$ cat src/rtl/udp_stream_pkg.sv
// rtl/udp_stream_pkg.sv - shared stream constants, scheduler state type and clog2 helper
package udp_stream_pkg;

    localparam int AXIS_DATA_W = 64;
    localparam int AXIS_KEEP_W = AXIS_DATA_W / 8;

    typedef enum logic [1:0] {
        IDLE = 2'd0,
        SEND = 2'd1,
        GAP  = 2'd2
    } sched_state_t;

    function automatic int clog2(input int n);
        int r;
        r = 0;
        while ((1 << r) < n) begin
            r = r + 1;
        end
        return r;
    endfunction

endpackage

$ cat src/rtl/rr_arbiter.sv
// rtl/rr_arbiter.sv - combinational rotating-priority picker, search starts after last_grant
module rr_arbiter #(
    parameter int N = 4,
    parameter int W = 2
) (
    input  logic [N-1:0] req,
    input  logic [W-1:0] last_grant,
    output logic [W-1:0] grant,
    output logic         any
);

    logic [W-1:0] idx;

    always_comb begin
        grant = '0;
        any   = 1'b0;
        idx   = '0;
        for (int i = 1; i <= N; i++) begin
            idx = W'((int'(last_grant) + i) % N);
            if (!any && req[idx]) begin
                any   = 1'b1;
                grant = idx;
            end
        end
    end

endmodule

$ cat src/rtl/udp_tx_scheduler.sv
// rtl/udp_tx_scheduler.sv - packet round-robin egress scheduler with inter-packet gap and per-source counters
module udp_tx_scheduler
    import udp_stream_pkg::*;
#(
    parameter int N_SRC  = 4,
    parameter int DATA_W = AXIS_DATA_W,
    parameter int IPG_W  = 16
) (
    input  logic                       m00_axis_aclk,
    input  logic                       m00_axis_aresetn,
    input  logic [N_SRC*DATA_W-1:0]    s_axis_tdata,
    input  logic [N_SRC*DATA_W/8-1:0]  s_axis_tkeep,
    input  logic [N_SRC-1:0]           s_axis_tvalid,
    input  logic [N_SRC-1:0]           s_axis_tlast,
    output logic [N_SRC-1:0]           s_axis_tready,
    output logic [DATA_W-1:0]          m00_axis_tdata,
    output logic [DATA_W/8-1:0]        m00_axis_tkeep,
    output logic                       m00_axis_tvalid,
    output logic                       m00_axis_tlast,
    input  logic                       m00_axis_tready,
    input  logic [N_SRC-1:0]           cfg_enable,
    input  logic [IPG_W-1:0]           cfg_ipg,
    output logic [N_SRC*32-1:0]        stat_pkt_cnt,
    output logic [clog2(N_SRC)-1:0]    stat_grant,
    output logic                       busy
);

    localparam int GW = clog2(N_SRC);

    sched_state_t        state, state_nxt;
    logic [GW-1:0]       grant, last_grant, arb_grant;
    logic                arb_any;
    logic [N_SRC-1:0]    arb_req;
    logic [IPG_W-1:0]    gap_cnt;
    logic                eop_hs;
    logic [31:0]         pkt_cnt  [N_SRC];
    logic [DATA_W-1:0]   src_data [N_SRC];
    logic [DATA_W/8-1:0] src_keep [N_SRC];

    genvar k;
    generate
        for (k = 0; k < N_SRC; k++) begin : g_src
            assign src_data[k] = s_axis_tdata[k*DATA_W +: DATA_W];
            assign src_keep[k] = s_axis_tkeep[k*(DATA_W/8) +: DATA_W/8];
            assign stat_pkt_cnt[k*32 +: 32] = pkt_cnt[k];
        end
    endgenerate

    assign arb_req = s_axis_tvalid & cfg_enable;

    rr_arbiter #(.N(N_SRC), .W(GW)) u_rr_arbiter (
        .req        (arb_req),
        .last_grant (last_grant),
        .grant      (arb_grant),
        .any        (arb_any)
    );

    assign eop_hs = (state == SEND) && s_axis_tvalid[grant] && s_axis_tlast[grant] && m00_axis_tready;
    assign busy   = (state != IDLE);

    always_ff @(posedge m00_axis_aclk or negedge m00_axis_aresetn) begin
        if (!m00_axis_aresetn) begin
            state <= IDLE;
        end else begin
            state <= state_nxt;
        end
    end

    // Reset last_grant to the top index so the first search starts at source 0.
    always_ff @(posedge m00_axis_aclk or negedge m00_axis_aresetn) begin
        if (!m00_axis_aresetn) begin
            grant      <= '0;
            last_grant <= GW'(N_SRC - 1);
            stat_grant <= '0;
            gap_cnt    <= '0;
            for (int i = 0; i < N_SRC; i++) begin
                pkt_cnt[i] <= '0;
            end
        end else begin
            case (state)
                IDLE: begin
                    if (arb_any) begin
                        grant      <= arb_grant;
                        stat_grant <= arb_grant;
                    end
                end
                SEND: begin
                    if (eop_hs) begin
                        pkt_cnt[grant] <= pkt_cnt[grant] + 32'd1;
                        last_grant     <= grant;
                        gap_cnt        <= cfg_ipg;
                    end
                end
                GAP: gap_cnt <= gap_cnt - 1'b1;
                default: ;
            endcase
        end
    end

    always_comb begin
        state_nxt       = state;
        s_axis_tready   = '0;
        m00_axis_tdata  = '0;
        m00_axis_tkeep  = '0;
        m00_axis_tvalid = 1'b0;
        m00_axis_tlast  = 1'b0;
        case (state)
            IDLE: begin
                if (arb_any) begin
                    state_nxt = SEND;
                end
            end
            SEND: begin
                m00_axis_tdata       = src_data[grant];
                m00_axis_tkeep       = src_keep[grant];
                m00_axis_tvalid      = s_axis_tvalid[grant];
                m00_axis_tlast       = s_axis_tlast[grant];
                s_axis_tready[grant] = m00_axis_tready;
                if (eop_hs) begin
                    state_nxt = (cfg_ipg != '0) ? GAP : IDLE;
                end
            end
            GAP: begin
                if (gap_cnt <= IPG_W'(1)) begin
                    state_nxt = IDLE;
                end
            end
            default: state_nxt = IDLE;
        endcase
    end

endmodule

$ cat config.mk
export PLATFORM = sky130hd
export DESIGN_NAME = udp_tx_scheduler
export DESIGN_NICKNAME = d
export VERILOG_FILES = /design/src/rtl/udp_stream_pkg.sv /design/src/rtl/rr_arbiter.sv /design/src/rtl/udp_tx_scheduler.sv
export SDC_FILE = /design/constraint.sdc
export NUM_CORES = 1
export LEC_CHECK = 0
export CAP_MARGIN = 40
export CELL_PAD_IN_SITES_DETAIL_PLACEMENT = 0
export CELL_PAD_IN_SITES_GLOBAL_PLACEMENT = 1
export CORE_AREA = 2 2 208 210
export CTS_CLUSTER_SIZE = 40
export DETAILED_ROUTE_END_ITERATION = 6
export DIE_AREA = 0 0 210 212
export GPL_TIMING_DRIVEN = 0
export PLACE_DENSITY = 0.76
export SYNTH_ARGS = -nofsm -noshare
export SYNTH_HDL_FRONTEND = slang
export SYNTH_HIERARCHICAL = 1
export SYNTH_SLANG_ARGS = --single-unit
export TNS_END_PERCENT = 10
$ cat constraint.sdc
create_clock -name m00_axis_aclk -period 4 [get_ports m00_axis_aclk]
set_clock_uncertainty 0.1 [all_clocks]
set_input_delay 1.2 -clock m00_axis_aclk [delete_from_list [all_inputs] [get_ports m00_axis_aclk]]
set_output_delay 1.2 -clock m00_axis_aclk [all_outputs]
set_load 0.05 [all_outputs]
==> metrics.md <==
| Metric | Value |
|---|---|
| WP buf/inv | `2` |
| Share of cells above drive strength 1 | `a little under a fifth` |
| Full die area | `0.0445 sq mm` |
| Post-synth EDFFs | `0` |
| Failing checks | `negative setup slack` |
| Net count, final | `between 1.5k and 2k` |
| Commonest non-fill, non-tap cell in the layout | `clkdlybuf4s50_1` |
| Port bufs | `around 530` |
| Maximum root-to-sink buffer count | `2` |
| Placement Rows | `76` |
| Core area | `0.0425 sq mm` |
| Area after DPL | `around 0.016 sq mm` |
| Worst Path Required | `between 2 and 3 ns` |
| Final hold vios | `0` |
| Final Cycle Share | `103%` |
| Root Buffer | `clkbuf_16` |
| Final setup violating endpoints | `14` |
| CP Max Fanout | `1` |
| CP startpoint kind | `primary input` |
| Worst path max stage delay | `around 0.53 ns` |
| Commonest cells after routing, fill and taps aside | `448 x clkdlybuf4s50_1, 148 x nand2_1, 146 x dfrtp_1` |
| Routability congestion estimate | `approximately 0.95` |
| Hold WC Path Type | `flip-flop to flip-flop` |
| Crit path max-delay family | `buffers and inverters` |
| F_max | `around 240 MHz` |
| Worst VDD drop | `0.353 mV` |
| Worst Setup End Kind | `output pin` |
| Max Cap Violations | `0` |
| Setup CP Type | `primary input to output pin` |
| Fillcell total | `about 4.2k` |
| Remaining antenna violation count | `0` |
| Seq/Total Area, Yosys | `between 30% and 40%` |
| Worst path slowest cell | `mux4_2` |
| Grt ovf | `0` |
| Total GRT Usage | `between 20% and 30%` |
| # H-tree levels | `4` |
| Critical path arrival | `about 2.8 ns` |
| DP Worst Slack | `-1.80 ns` |
| Drt pass-1 iters | `6` |
| First-pass GRT wire length | `about 74000 um` |
| Cells after DPL | `approximately 1.9k` |
| Design area | `approximately 0.016 sq mm` |
| Critical Path, Cell by Cell | `clkdlybuf4s50_1 > mux4_2 > and2_1 > dlygate4sd2_1` |
| CTS tree | `built` |
| Synth Instances | `871` |
| I/O pins | `roughly 530` |
| HPWL after DPL | `44700 um` |
| FFs w/ async S/R, synth | `100%` |
| DIE WIDTH | `between 200 and 250 um` |
| Layout Cells excl Fill | `1994` |
| RSZ-0062 raised after global routing | `yes` |
| Largest net degree at the start of global routing | `57` |
| # hold bufs at CTS | `0` |
| Syn Nets | `1193` |
| WL/cell | `26.8 um` |
| Top_reg_cell synth | `dfrtp_1` |
| Yosys cell types | `between 50 and 60` |
| WL final | `53500 um` |
| Status | `finished, violations left` |
| Worst setup margin | `-0.112 ns` |
| Initial Util | `around 22%` |
| Syn_area_per_cell | `~11 sq um` |
| Tmin final | `roughly 4.1 ns` |
| Post-route DRC | `0` |
| Via density per instance | `4.97` |
| Via count | `9912` |
| Worst-margin pin slew | `around 0.75 ns` |
| Rel. slew slack | `approximately 50%` |
| Initial antenna violation count | `32` |
| Vias in the first global route | `10.0k` |
| Worst-Skew Late Latency | `around 0.43 ns` |
| Mapped Area | `0.00953 sq mm` |
| TritonCTS Sinks | `150` |
| Power per cell area | `between 600 and 700 mW/mm^2` |
| WHS | `0.392 ns` |
| 1st-iter DRT viols | `slightly below 600` |
| Seq cells post-synth | `150` |
| Clock slew at reported path FFs | `roughly 0.060 ns` |
| Die Ht | `212 um` |
| Fin. max-slew vios | `0` |
| CTS buffer count | `17` |
| Area delta synth->final | `71.1%` |
| Static Leak | `approximately 6.1 nW` |
| Yosys warns | `6` |
-- flip-flops by register name, summed over array words and instances (netlist names) --
register      flops
stat_pkt_cnt    128
gap_cnt          16
grant             2
last_grant        2
state             2
-- what timing repair did --
action	4_1_cts	5_1_grt
setup buffers	2	0
resized for setup	252	23
endpoints found under the hold margin	0	0
endpoints found under the setup margin	80	76
pin swaps	0	1
-- worst paths after layout --
| check | start | to | slack (ns) | cells past startpoint |
|---|---|---|---|---|
| worst max register to register | grant[0] | stat_pkt_cnt[104] | 0.57 | 11 |
| max in group asynchronous | m00_axis_aresetn | stat_pkt_cnt[90] | 2.26 | 3 |
| worst min register to register | last_grant[0] | last_grant[0] | 0.39 | 2 |
| worst max-delay path | s_axis_tdata[130] | m00_axis_tdata[2] | -0.11 | 4 |
| worst min-delay path | last_grant[0] | last_grant[0] | 0.39 | 2 |
| min in group asynchronous | m00_axis_aresetn | stat_pkt_cnt[3] | 0.59 | 1 |
-- metal layers --
layer	track usage [%]	vias up	part of all wire, %
li1	-	4308	-
met5	0	-	0.19
met2	40.5	459	51
met1	26.7	5039	38
met4	11.2	14	4.0
met3	6.17	92	7.3
-- through the flow --
stage          total power, mW  utilization, %  TNS (ns)
3_5_place_dp              8.43            36.6   -132.40
3_3_place_gp              8.39            36.4   -807.95
2_1_floorplan             6.04               -     -1.56
4_1_cts                   10.0            38.3     -3.53
6_report                  9.92            38.4    -0.681
5_1_grt                   10.4            38.4     -4.82
-- kinds of logic (layout without fill, tap and decap cells) --
| family | count (synthesis) | after routing | synth area share [%] |
|---|---|---|---|
| flops | 150 | 150 | 39.4 |
| fa+ha+maj | 3 | 3 | 0.394 |
| buf+inv | 71 | 632 | 3.41 |
| xor+xnor | 33 | 33 | 3.03 |
| compound gates | 155 | 155 | 9.11 |
| mux | 116 | 116 | 26.1 |
| simple gates | 343 | 343 | 18.5 |
| other cells | 0 | 16 | 0 |
-- cells in the mapped netlist (2+ instances only) --
cell type / count / area share, %
inv_1: 6 / 0.24
nor4_2: 3 / 0.39
nor3_1: 7 / 0.37
buf_6: 3 / 0.35
a31oi_1: 2 / 0.13
buf_2: 13 / 0.68
nand2b_1: 10 / 0.66
o221a_2: 4 / 0.47
a221o_1: 2 / 0.21
xnor2_1: 26 / 2.4
or2_2: 6 / 0.39
nor2b_1: 2 / 0.13
nand4b_1: 2 / 0.18
mux2_2: 10 / 1.2
nand3_1: 20 / 1.1
nand2_1: 148 / 5.8
and2_1: 80 / 5.3
nand4_1: 9 / 0.59
mux4_2: 104 / 25
nand4_2: 2 / 0.26
and3_1: 2 / 0.13
o211ai_1: 3 / 0.24
ha_1: 3 / 0.39
dfstp_2: 2 / 0.55
nor4_1: 7 / 0.46
and4_1: 2 / 0.18
nor3_2: 4 / 0.42
or3_1: 2 / 0.13
or4_1: 2 / 0.16
dfrtp_1: 148 / 39
buf_1: 2 / 0.079
clkbuf_1: 45 / 1.8
xor2_1: 7 / 0.64
o21ai_1: 10 / 0.53
o21ai_0: 111 / 5.8
nor2_1: 29 / 1.1
a21oi_1: 11 / 0.58
-- report_power, final --
part	leakage (nW)	switching [mW]	internal [mW]
registers	2.03	0.156	1.67
logic	3.83	3.99	2.44
clock network	0.286	0.663	0.994
total	6.15	4.81	5.10
-- worst min-delay path: stages (launching register included) --
cell     delay (ns)
dfstp_2        0.39
nand2_1        0.06
nand2_1        0.05
-- layout make-up --
type,instances,area [sq um],share of cell area [%]
repair buffers,532,5300,32.5
clock inverters,11,150,0.921
inverters,6,22.5,0.138
diodes,16,40.0,0.246
well taps,546,683,4.19
multi-input cells,650,5450,33.4
plain buffers,64,462,2.83
flip-flops and latches,150,3760,23.0
clock buffers,19,443,2.72
Note: power is estimated with default switching activity, not from simulation.
